<file path="config.mk">
export PLATFORM = sky130hd
export DESIGN_NAME = lcd_char_writer_flat
export DESIGN_NICKNAME = d
export VERILOG_FILES = /design/src/rtl/lcd_char_writer_if.sv /design/src/rtl/lcd_char_writer.sv /design/src/flat_wrapper.sv
export SDC_FILE = /design/constraint.sdc
export NUM_CORES = 1
export LEC_CHECK = 0
export CAP_MARGIN = 10
export CORE_MARGIN = 5
export CORE_UTILIZATION = 60
export DETAILED_ROUTE_END_ITERATION = 7
export GPL_ROUTABILITY_DRIVEN = 1
export GPL_TIMING_DRIVEN = 0
export PLACE_DENSITY_LB_ADDON = 0.3
export SYNTH_ARGS = -nofsm -noshare
export SYNTH_HDL_FRONTEND = slang
export SYNTH_SLANG_ARGS = --single-unit
</file>
<file path="constraint.sdc">
create_clock -name clk -period 5 [get_ports clk]
set_input_delay 1 -clock clk [delete_from_list [all_inputs] [get_ports clk]]
set_output_delay 1 -clock clk [all_outputs]
set_load 0.03 [all_outputs]
</file>
<file path="src/rtl/lcd_char_writer_if.sv">
// Byte request handshake between the console/bus logic and the LCD character writer.
interface lcd_char_writer_if;
  logic       in_valid;
  logic [7:0] in_data;
  logic       in_rs;
  logic       in_ready;

  modport master (output in_valid, in_data, in_rs, input in_ready);
  modport slave  (input in_valid, in_data, in_rs, output in_ready);
endinterface

</file>
<file path="src/rtl/lcd_char_writer.sv">
// HD44780 4-bit writer: power-on nibble init, then valid/ready byte writes sent as two nibbles.
// All intervals are given in ns and converted to cycle counts at elaboration.
module lcd_char_writer #(
  parameter int unsigned CLK_PERIOD_NS   = 20,
  parameter int unsigned T_POWERUP_NS    = 15000000,
  parameter int unsigned T_INIT1_NS      = 4100000,
  parameter int unsigned T_INIT2_NS      = 100000,
  parameter int unsigned T_INIT3_NS      = 40000,
  parameter int unsigned T_SETUP_NS      = 40,
  parameter int unsigned T_EN_NS         = 240,
  parameter int unsigned T_NIBBLE_GAP_NS = 1000,
  parameter int unsigned T_CMD_NS        = 40000,
  parameter int unsigned T_CLEAR_NS      = 1640000
) (
  input  logic                clk,
  input  logic                rst,
  lcd_char_writer_if.slave    bus,
  output logic                init_done,
  output logic                lcd_e,
  output logic [3:0]          lcd_nibble,
  output logic                lcd_rs,
  output logic                lcd_rw,
  output logic                disable_flash
);

  function automatic int unsigned to_cycles(input int unsigned t_ns);
    int unsigned n;
    n = (t_ns + CLK_PERIOD_NS - 1) / CLK_PERIOD_NS;
    return (n == 0) ? 1 : n;
  endfunction

  function automatic int unsigned max_u(input int unsigned a, input int unsigned b);
    return (a > b) ? a : b;
  endfunction

  localparam int unsigned N_POWERUP = to_cycles(T_POWERUP_NS);
  localparam int unsigned N_INIT1   = to_cycles(T_INIT1_NS);
  localparam int unsigned N_INIT2   = to_cycles(T_INIT2_NS);
  localparam int unsigned N_INIT3   = to_cycles(T_INIT3_NS);
  localparam int unsigned N_SETUP   = to_cycles(T_SETUP_NS);
  localparam int unsigned N_EN      = to_cycles(T_EN_NS);
  localparam int unsigned N_GAP     = to_cycles(T_NIBBLE_GAP_NS);
  localparam int unsigned N_CMD     = to_cycles(T_CMD_NS);
  localparam int unsigned N_CLEAR   = to_cycles(T_CLEAR_NS);
  localparam int unsigned N_MAX     = max_u(max_u(max_u(N_POWERUP, N_INIT1), max_u(N_INIT2, N_INIT3)),
                                            max_u(max_u(N_SETUP, N_EN), max_u(max_u(N_GAP, N_CMD), N_CLEAR)));
  localparam int unsigned CNT_W     = $clog2(N_MAX) + 1;

  typedef enum logic [3:0] {
    PWR_WAIT, I_SETUP, I_PULSE, I_WAIT, IDLE,
    HI_SETUP, HI_PULSE, GAP, LO_SETUP, LO_PULSE, EXEC
  } state_t;

  state_t             state_q, state_d;
  logic [CNT_W-1:0]   cnt_q, cnt_d;
  logic [1:0]         step_q, step_d;
  logic [7:0]         data_q, data_d;
  logic               rs_q, rs_d;
  logic               e_d, lrs_d, ready_q, ready_d, done_d;
  logic [3:0]         nib_d;
  logic               expired;
  logic               long_exec;

  // A timed state lasts exactly n cycles when entered with n-1 loaded.
  function automatic logic [CNT_W-1:0] load(input int unsigned n);
    return CNT_W'(n - 1);
  endfunction

  function automatic logic [CNT_W-1:0] init_wait(input logic [1:0] step);
    case (step)
      2'd0:    return load(N_INIT1);
      2'd1:    return load(N_INIT2);
      default: return load(N_INIT3);
    endcase
  endfunction

  // Clear (0x01) and Home (0x02/0x03) commands need the long execution wait.
  assign long_exec = !rs_q && (data_q[7:2] == 6'd0) && (data_q[1:0] != 2'd0);

  always_comb begin
    state_d = state_q;
    cnt_d   = cnt_q;
    step_d  = step_q;
    data_d  = data_q;
    rs_d    = rs_q;
    e_d     = 1'b0;
    nib_d   = lcd_nibble;
    lrs_d   = lcd_rs;
    ready_d = 1'b0;
    done_d  = init_done;
    expired = (cnt_q == '0);
    if (!expired) cnt_d = cnt_q - CNT_W'(1);

    case (state_q)
      PWR_WAIT: if (expired) begin state_d = I_SETUP;  cnt_d = load(N_SETUP); end
      I_SETUP:  if (expired) begin state_d = I_PULSE;  cnt_d = load(N_EN);    end
      I_PULSE:  if (expired) begin state_d = I_WAIT;   cnt_d = init_wait(step_q); end
      I_WAIT: begin
        if (expired) begin
          if (step_q == 2'd3) begin
            state_d = IDLE;
          end else begin
            step_d  = step_q + 2'd1;
            state_d = I_SETUP;
            cnt_d   = load(N_SETUP);
          end
        end
      end
      IDLE: begin
        if (bus.in_valid && ready_q) begin
          data_d  = bus.in_data;
          rs_d    = bus.in_rs;
          state_d = HI_SETUP;
          cnt_d   = load(N_SETUP);
        end
      end
      HI_SETUP: if (expired) begin state_d = HI_PULSE; cnt_d = load(N_EN);    end
      HI_PULSE: if (expired) begin state_d = GAP;      cnt_d = load(N_GAP);   end
      GAP:      if (expired) begin state_d = LO_SETUP; cnt_d = load(N_SETUP); end
      LO_SETUP: if (expired) begin state_d = LO_PULSE; cnt_d = load(N_EN);    end
      LO_PULSE: if (expired) begin state_d = EXEC; cnt_d = long_exec ? load(N_CLEAR) : load(N_CMD); end
      EXEC:     if (expired) state_d = IDLE;
      default:  state_d = PWR_WAIT;
    endcase

    // Registered outputs follow the state being entered; nibble/rs hold otherwise.
    case (state_d)
      I_SETUP: begin
        nib_d = (step_d == 2'd3) ? 4'h2 : 4'h3;
        lrs_d = 1'b0;
      end
      HI_SETUP: begin
        nib_d = data_d[7:4];
        lrs_d = rs_d;
      end
      LO_SETUP: nib_d = data_d[3:0];
      I_PULSE, HI_PULSE, LO_PULSE: e_d = 1'b1;
      IDLE: begin
        ready_d = 1'b1;
        done_d  = 1'b1;
      end
      default: ;
    endcase
  end

  always_ff @(posedge clk) begin
    if (rst) begin
      state_q    <= PWR_WAIT;
      cnt_q      <= load(N_POWERUP);
      step_q     <= 2'd0;
      data_q     <= 8'h00;
      rs_q       <= 1'b0;
      lcd_e      <= 1'b0;
      lcd_nibble <= 4'h0;
      lcd_rs     <= 1'b0;
      ready_q    <= 1'b0;
      init_done  <= 1'b0;
    end else begin
      state_q    <= state_d;
      cnt_q      <= cnt_d;
      step_q     <= step_d;
      data_q     <= data_d;
      rs_q       <= rs_d;
      lcd_e      <= e_d;
      lcd_nibble <= nib_d;
      lcd_rs     <= lrs_d;
      ready_q    <= ready_d;
      init_done  <= done_d;
    end
  end

  assign bus.in_ready   = ready_q;
  assign lcd_rw         = 1'b0;
  assign disable_flash  = 1'b1;

endmodule

</file>
<file path="src/flat_wrapper.sv">
// flat-port wrapper written by rule: the top's interface ports become plain ports
module lcd_char_writer_flat 
#(
  parameter int unsigned CLK_PERIOD_NS   = 20,
  parameter int unsigned T_POWERUP_NS    = 15000000,
  parameter int unsigned T_INIT1_NS      = 4100000,
  parameter int unsigned T_INIT2_NS      = 100000,
  parameter int unsigned T_INIT3_NS      = 40000,
  parameter int unsigned T_SETUP_NS      = 40,
  parameter int unsigned T_EN_NS         = 240,
  parameter int unsigned T_NIBBLE_GAP_NS = 1000,
  parameter int unsigned T_CMD_NS        = 40000,
  parameter int unsigned T_CLEAR_NS      = 1640000
)
  (clk, rst, init_done, lcd_e, lcd_nibble, lcd_rs, lcd_rw, disable_flash, bus_in_valid, bus_in_data, bus_in_rs, bus_in_ready);
  lcd_char_writer_if bus_i ();
  input  logic clk;
  input  logic rst;
  output logic init_done;
  output logic lcd_e;
  output logic [3:0] lcd_nibble;
  output logic lcd_rs;
  output logic lcd_rw;
  output logic disable_flash;
  input wire logic [$bits(bus_i.in_valid)-1:0] bus_in_valid;
  input wire logic [$bits(bus_i.in_data)-1:0] bus_in_data;
  input wire logic [$bits(bus_i.in_rs)-1:0] bus_in_rs;
  output wire logic [$bits(bus_i.in_ready)-1:0] bus_in_ready;
  assign bus_i.in_valid = bus_in_valid;
  assign bus_i.in_data = bus_in_data;
  assign bus_i.in_rs = bus_in_rs;
  assign bus_in_ready = bus_i.in_ready;
  lcd_char_writer #(.CLK_PERIOD_NS(CLK_PERIOD_NS), .T_POWERUP_NS(T_POWERUP_NS), .T_INIT1_NS(T_INIT1_NS), .T_INIT2_NS(T_INIT2_NS), .T_INIT3_NS(T_INIT3_NS), .T_SETUP_NS(T_SETUP_NS), .T_EN_NS(T_EN_NS), .T_NIBBLE_GAP_NS(T_NIBBLE_GAP_NS), .T_CMD_NS(T_CMD_NS), .T_CLEAR_NS(T_CLEAR_NS)) u_core (.clk(clk), .rst(rst), .bus(bus_i), .init_done(init_done), .lcd_e(lcd_e), .lcd_nibble(lcd_nibble), .lcd_rs(lcd_rs), .lcd_rw(lcd_rw), .disable_flash(disable_flash));
endmodule
</file>
# Word-level counts from Yosys, hierarchy flattened
# Cells that the tools add are included.
# op_classes
addsub,2
reduce_logical,14
n_eq_ne,20
n_mux,37
# op_table
op,n
21-bit 2-to-1 mux,9
21-bit one-hot mux with 7 select lines,1
4-bit 2-to-1 mux,11
4-bit one-hot mux with 11 select lines,1
18-bit one-hot mux with 2 select lines,1
"4-bit by 3-bit equality test with 1-bit output, second input constant",7
21-bit logical NOT,1
"21-bit by 1-bit subtractor with 21-bit output, second input constant",1
"4-bit equality test, second input constant",5
17-bit 2-to-1 mux,1
8-bit 2-to-1 mux,2
"4-bit by 2-bit equality test with 1-bit output, second input constant",3
4-bit one-hot mux with 3 select lines,1
"4-bit by 1-bit equality test with 1-bit output, second input constant",2
6-bit logical NOT,1
2-bit 2-to-1 mux,3
3-bit OR reduction,2
1-bit 2-to-1 mux,5
"2-bit equality test, second input constant",2
4-bit logical NOT,1
2-bit nonzero test,2
1-bit logical AND,3
3-bit 2-to-1 mux,1
3-bit nonzero test,1
6 further kinds,6
# word_totals
output_inout_bits,10
regBits,44
input_bits,12
elab_cells,83

# Depth between registers and ports, before layout
# Gate-level depths: netlist of run 1.
# logic_depth
word_depth,7
depth_mapped,11
depth_no_buf,9

# Least setup slack after synthesis of run 1
# No wires, ideal clock.
# synth_timing
kind,input-to-reg
from,in bus_in_valid
to,reg u_core.lcd_nibble[1]
arrival_ns,2.455
n_path_buf,0
setup_time_ns,0.059
slack_ns,2.486
stages,6
path_cell_list,a32o_1 or2_2 mux2_4 a211o_1 o21ai_2 o221a_2
# synth_via
elab_chain_len,5
elab_cells_between_ends,10
# synth_rtl
item,line_no,rtl
start: declaration,flat_wrapper.sv:25,input wire logic [$bits(bus_i.in_valid)-1:0] bus_in_valid;
1-bit logical AND *,lcd_char_writer.sv:110,if (bus.in_valid && ready_q) begin
4-bit 2-to-1 mux,lcd_char_writer.sv:110,
4-bit one-hot mux with 11 select lines,lcd_char_writer.sv:94,case (state_q)
"4-bit equality test, or another cell as far along",lcd_char_writer.sv:127,case (state_d)
4-bit one-hot mux with 3 select lines / 3-bit nonzero test (equally long branches),n/a,
end signal: assignment,lcd_char_writer.sv:165,lcd_nibble <= nib_d;
end: declaration,lcd_char_writer.sv:20,"output logic [3:0] lcd_nibble,"
# Mark *: on every way between the ends. The rest lies on a longest branch, timed or not.
# A chain may end at the register's enable or synchronous reset.

# Worst setup path after layout of run 1
# layout_timing
from,reg u_core.cnt_q[0]
to,reg u_core.lcd_nibble[2]
# layout_via
elab_chain_len,5
elab_cells_between_ends,17
# layout_rtl
item,line_no,rtl
start: declaration,lcd_char_writer.sv:55,"logic [CNT_W-1:0] cnt_q, cnt_d;"
start signal: assignment,lcd_char_writer.sv:149,cnt_q <= load(N_POWERUP);
start signal: assignment,lcd_char_writer.sv:160,cnt_q <= cnt_d;
21-bit logical NOT *,lcd_char_writer.sv:91,expired = (cnt_q == '0);
"4-bit 2-to-1 mux, or another cell as far along",lcd_char_writer.sv:122,EXEC: if (expired) state_d = IDLE;
4-bit one-hot mux with 11 select lines *,lcd_char_writer.sv:94,
"4-bit equality test, or another cell as far along",lcd_char_writer.sv:127,
4-bit one-hot mux with 3 select lines / 3-bit nonzero test (equally long branches),n/a,
# Marked as above.

==> impl_metrics.py, run 1 <==
metrics = {
    "status": {
        "status": "completed",
    },
    "synthesis": {
        "synth_area_per_cell_sq_um": 7.71,
        "ys_types": 69,
        "yosys.area_share.adder_pct": 0.463,
        "syn_area_sq_mm": 0.00271,
        "synthArstFlopShare_pct": 0,
        "synth_mux_area_share_pct": 5.50,
        "ys.flop_type": "dfxtp_1",
        "yosysTopAreaCell": "dfxtp_1",
        "synth_top_cell_area_share_pct": 32.6,
        "syn_nets": 364,
        "synthTopCellsByArea": "dfxtp_1 (33%), nor2_1 (7.1%), a21oi_1 (5.2%)",
        "yosys_warnings": 0,
        "synth-edff-count": 0,
        "ys_seq_elements": 44,
        "syn_inst": 351,
        "synth_top_family_by_area": "simple AND/OR/NAND/NOR gates",
        "synthSimpleGateAreaFrac_pct": 27.6,
        "yosysSeqAreaShare_pct": 32.6,
        "synth_compound_area_share_pct": 24.7,
        "synth-xor-area-share_pct": 3.89,
    },
    "cts": {
        "cts.sinks": 44,
        "insertion_delay_ps": 300,
        "postCtsHoldBufs": 0,
        "tritoncts": "built",
        "clk_path_buf_depth": 2,
        "root_buffer": "clkbuf_8",
        "path_clk_slew_ps": 90,
        "ctsResizeCount": 0,
        "cts_setup_buffers": 0,
        "htree_levels": 2,
        "cts_made_buffers": 5,
    },
    "grt": {
        "antenna_found_initial": 0,
        "grt_max_degree": 15,
        "grt_pass1_vias": 2717,
        "grt.met3_usage_pct": 6.44,
        "grtUsageMet2_pct": 42.3,
        "busiest_layer": "met2",
        "grt.met1_usage_pct": 35.7,
        "grt_usage_pct": 26.9,
        "grt_pass1_wl_um": 13000,
        "grt_overflow": 0,
    },
    "pwr": {
        "vdd_drop_max_mv": 0.181,
        "power.density_mw_per_mm2": 252,
        "p_leak_nw": 1.10,
    },
    "setup_path": {
        "worstPathArrival_ps": 3360,
        "worstSetupEndpoint": "u_core.lcd_nibble[2]",
        "r2r_cells": 10,
        "crit_path_max_incr_delay_ps": 690,
        "critPathKind": "register to register",
        "critPathSlowestCell": "nor3b_1",
        "crit_chain": "inv_1 > ha_1 > nor3b_1 > nand3_1 > nor2_2 > buf_4 > clkbuf_1 > o2111ai_1 > o21ai_2 > o311ai_1",
        "reg2reg_from": "u_core.cnt_q[0]",
        "cp_max_fo": 10,
        "startpoint_type": "register",
        "cp.required_ps": 5170,
        "rr_endpoint": "u_core.lcd_nibble[2]",
        "crit_path_end_kind": "register",
        "startpoint": "u_core.cnt_q[0]",
        "worst-r2r-setup-slack_ps": 1810,
    },
    "worst_hold_path": {
        "holdPathStages": 2,
        "hold_path_class": "register to register",
    },
    "timing": {
        "drv_slew": 0,
        "worst_pin_slew_ps": 1190,
        "rsz0062_at_grt": "no",
        "relSlewSlack_pct": 19.8,
        "fin_setup_tns_ps": 0,
        "clock_skew_ps": 4.76,
        "fin_crit_ps": 3190,
        "final-hold-violation-count": 0,
        "max_freq_ghz": 0.313,
        "setup_viol": 0,
        "period_share_pct": 63.9,
    },
    "die": {
        "die_w_um": 77.1,
        "dieHeight_um": 77.1,
        "rows": 24,
        "io_pins": 22,
        "core_sq_mm": 0.00435,
        "dieArea_sq_mm": 0.00595,
        "start_util_pct": 62.1,
    },
    "route": {
        "drt_iter0_drc": 298,
        "vias_per_cell": 6.61,
        "drt_wl_total_um": 7920,
        "dr.pass1.iters": 8,
        "drc": 0,
        "postRouteAntennaNets": 0,
        "wl_per_cell_um": 18.4,
        "routed-via-count": 2843,
    },
    "place": {
        "io_buffers": 19,
        "placed_cells": 422,
        "gp_congestion": 0.978,
        "dp_hpwl_um": 5710,
    },
    "cells_and_area": {
        "post_layout_nonfiller_instances": 430,
        "syn2layout_area_growth_pct": 13.9,
        "n_antenna_cell": 0,
        "drive_above_1_share_pct": 7.67,
        "finalNetCount": 390,
    },
    "flow_run": {
        "max_cap_violations": 0,
    },
}
## stage by stage
stage               utilization [%]  setup WS (ps)  area [sq um]  hold WS, ps  power [mW]
floorplan                         -           2490          2710          450       0.452
global placement               68.0           1900          2960          440       0.485
detailed placement             68.0           1870          2960          448       0.485
CTS                            70.8           1930          3080          464       0.775
global route                   70.8           1650          3080          487       0.811
finish                         70.8           1810          3080          456       0.776
## cells by family after synthesis
kind of cell,after synthesis
simple gates,144
compound gates,102
flops,44
buf+inv,32
mux,14
xor+xnor,12
other cells,2
fa+ha+maj,1
## cells in the mapped netlist, drive strengths merged, types with 5 or more instances
cell    count
nand2      26
inv        10
a21oi      28
dfxtp      44
nor3       10
mux2i      10
buf         7
or4         6
nand2b      6
and2        5
xor2        8
o311ai      5
nor2       52
nand3       5
clkbuf     15
o21ai      26
nor4        6
## report_power, final
part	internal (mW)	switching, mW	total [mW]
Sequential	0.365	0.0127	0.378
Clock	0.164	0.132	0.295
Combinational	0.0437	0.0591	0.103
## worst min-delay path by stage
stage | from | end | slack [ps]
2_1_floorplan | u_core.cnt_q[20] | u_core.cnt_q[20] | 450
3_3_place_gp | u_core.init_done | u_core.init_done | 440
3_5_place_dp | u_core.init_done | u_core.init_done | 450
4_1_cts | u_core.init_done | u_core.init_done | 460
5_1_grt | u_core.init_done | u_core.init_done | 490
6_report | u_core.init_done | u_core.init_done | 460
## area by class of cell
type                            instances  area, sq um
Multi-Input combinational cell        275         1690
Fill cell                             383         1270
Sequential cell                        44          881
Timing Repair Buffer                   19          190
Buffer                                 22          100
Clock buffer                            6         82.6
Tap cell                               52         65.1
Clock inverter                          2         38.8
Inverter                               10         37.5
## layer usage
metal  share of wire (%)  wire length [um]
met5                   0                 0
met2                  46              3610
met1                  43              3440
met3                 8.2               650
met4                 2.7               215
## worst max-delay path, delay by kind of cell (launching register included)
kind,cells,cell delay (ps)
flops,1,340
buf+inv,3,710
fa+ha+maj,1,190
compound gates,3,540
simple gates,3,1280
## registers in the layout, summed over array words and instances, names as in the netlist
name	count
u_core.lcd_e	1
u_core.state_q	4
u_core.cnt_q	21
u_core.init_done	1
u_core.bus.in_ready	1
u_core.lcd_nibble	4
u_core.data_q	8
u_core.rs_q	1
u_core.lcd_rs	1
u_core.step_q	2
## cells in the final DEF, fill, tap and decap left out, drive strengths merged, types with 3 or more instances in the layout
| master | n |
|---|---|
| clkbuf | 21 |
| nor2b | 3 |
| and2 | 5 |
| nand4 | 4 |
| or4 | 6 |
| o311ai | 5 |
| a21o | 3 |
| nand2 | 26 |
| a21oi | 28 |
| xor2 | 8 |
| buf | 7 |
| and3 | 4 |
| a21boi | 4 |
| a31oi | 4 |
| dfxtp | 44 |
| a2bb2oi | 3 |
| nor4 | 6 |
| o31ai | 3 |
| mux2i | 10 |
| nor2 | 52 |
| or3 | 4 |
| nand2b | 6 |
| o21ai | 26 |
| xnor2 | 4 |
| clkdlybuf4s50 | 19 |
| nand3 | 5 |
| nor3 | 10 |
| inv | 10 |
| mux2 | 4 |
(Power assumes the default switching activity.)
==> run 2: changes to the inputs <==
- CORE_UTILIZATION: 60 -> 58
- clock period: 5 -> 3 ns (I/O delays scaled with it)
==> impl_metrics.py, run 2 (same netlist as run 1, synthesis figures left out) <==
metrics = {
    "cts": {
        "postCtsHoldBufs": 0,
        "tritoncts": "built",
        "htree_levels": 2,
        "path_clk_slew_ps": 90,
        "clk_path_buf_depth": 2,
        "cts.sinks": 44,
        "insertion_delay_ps": 300,
        "cts_made_buffers": 5,
        "root_buffer": "clkbuf_8",
    },
    "timing": {
        "final-hold-violation-count": 0,
        "worst_pin_slew_ps": 986,
        "relSlewSlack_pct": 33.4,
        "hold-worst-slack_ps": 459,
        "clock_skew_ps": 5.22,
        "rsz0062_at_grt": "no",
        "drv_slew": 0,
        "setup_viol": 0,
        "setup_ws_ps": 133,
        "period_share_pct": 95.6,
        "max_freq_ghz": 0.349,
        "fin_crit_ps": 2870,
    },
    "place": {
        "io_buffers": 19,
        "gp_congestion": 0.982,
        "dp_hpwl_um": 5570,
        "post-place-ws_ps": -15.6,
        "placed_cells": 422,
    },
    "cells_and_area": {
        "drive_above_1_share_pct": 7.94,
        "finalNetCount": 390,
        "syn2layout_area_growth_pct": 13.9,
        "top_regs": "u_core.cnt_q x21, u_core.data_q x8",
        "top_register": "u_core.cnt_q",
        "n_antenna_cell": 0,
        "layout_commonest_cell": "nor2_1",
        "post_layout_nonfiller_instances": 430,
        "final_cell_mix": "nor2_1 (51), dfxtp_1 (44), a21oi_1 (28)",
        "largest_reg_flops": 21,
    },
    "setup_path": {
        "critPathSlowestCell": "or4_4",
        "path_depth": 8,
        "critPathKind": "register to register",
        "crit_buf_inv": 2,
        "crit_path_max_incr_delay_ps": 550,
        "cp.required_ps": 3260,
        "crit_chain": "or4_4 > nand4bb_1 > nor2_2 > buf_4 > clkbuf_1 > o2111ai_1 > o21ai_2 > o221a_2",
        "startpoint_type": "register",
        "r2r_cells": 8,
        "worstPathArrival_ps": 3120,
        "crit_path_end_kind": "register",
        "cp_max_fo": 10,
        "critical-path-top-delay-family": "simple AND/OR/NAND/NOR gates",
    },
    "route": {
        "wl_met2_um": 3530,
        "drt_wl_total_um": 7730,
        "wl_per_cell_um": 18.0,
        "dr.max_layer_used": "met4",
        "vias_per_cell": 6.40,
        "routed-via-count": 2754,
        "drt_iter0_drc": 274,
        "drc": 0,
        "wl_met3_um": 650,
        "dr.pass1.iters": 5,
        "routedLengthMet1_um": 3420,
        "postRouteAntennaNets": 0,
    },
    "worst_hold_path": {
        "holdPathStages": 2,
        "hold_path_class": "register to register",
    },
    "die": {
        "core_sq_mm": 0.00444,
        "dieHeight_um": 78.3,
        "rows": 24,
        "dieArea_sq_mm": 0.00613,
        "die_w_um": 78.3,
        "io_pins": 22,
        "start_util_pct": 60.9,
    },
    "grt": {
        "grt_max_degree": 16,
        "grt_usage_pct": 25.2,
        "antenna_found_initial": 0,
        "grt_pass1_vias": 2633,
        "grt_overflow": 0,
        "grt_pass1_wl_um": 12400,
    },
    "pwr": {
        "power.density_mw_per_mm2": 412,
        "vdd_drop_max_mv": 0.328,
        "p_leak_nw": 1.09,
    },
    "status": {
        "status": "completed",
    },
    "flow_run": {
        "max_cap_violations": 0,
    },
}
run 2: cell count changes in the layout (fill, tap and decap cells not counted), sizes merged:
cell      before  now
clkbuf        21   20
clkinv         1    0
inv           10   11
clkinvlp       0    1
run 2: per-stage QoR:
stage	TNS, ps	util, %	area [sq um]	power (mW)
floorplan	0	-	2710	0.753
global placement	0	66.6	2960	0.807
detailed placement	-29.7	66.6	2960	0.811
CTS	0	69.3	3080	1.27
global route	0	69.3	3080	1.32
finish	0	69.3	3080	1.27
run 2: final timing paths:
check / start / endpoint / slack (ps)
setup / recovery: u_core.cnt_q[18] / u_core.lcd_nibble[1] / 130
hold / removal: u_core.init_done / u_core.init_done / 460
setup reg to reg: u_core.cnt_q[18] / u_core.lcd_nibble[1] / 130
hold reg to reg: u_core.init_done / u_core.init_done / 460
run 2: area by class of cell:
| cell class | instances | area (sq um) |
|---|---|---|
| clock buffers | 5 | 68.8 |
| repair buffers | 19 | 190 |
| inverters | 10 | 37.5 |
| fillers | 388 | 1360 |
| well taps | 52 | 65.1 |
| multi-input cells | 275 | 1690 |
| flip-flops and latches | 44 | 881 |
| plain buffers | 22 | 100 |
| clock inverters | 3 | 46.3 |
run 2: worst min-delay path: stages (launching register included):
cell	delay, ps
dfxtp_1	320
inv_1	50
a21oi_1	50
run 2: per-layer routing:
layer	vias up	track usage, %
met3	14	5.15
met2	136	41.4
met4	0	8.92
li1	1331	-
met1	1273	33.1
met5	-	0
run 2: repair_timing:
item,in CTS,in global routing
buffers inserted,0,0
gates resized for setup,1,0
endpoints found under the setup margin,4,0
run 2: where the power goes:
| group | switching, mW | internal, mW | leakage [nW] |
|---|---|---|---|
| combinational | 0.0987 | 0.0732 | 0.679 |
| sequential | 0.0218 | 0.609 | 0.357 |
| clock | 0.216 | 0.251 | 0.0548 |
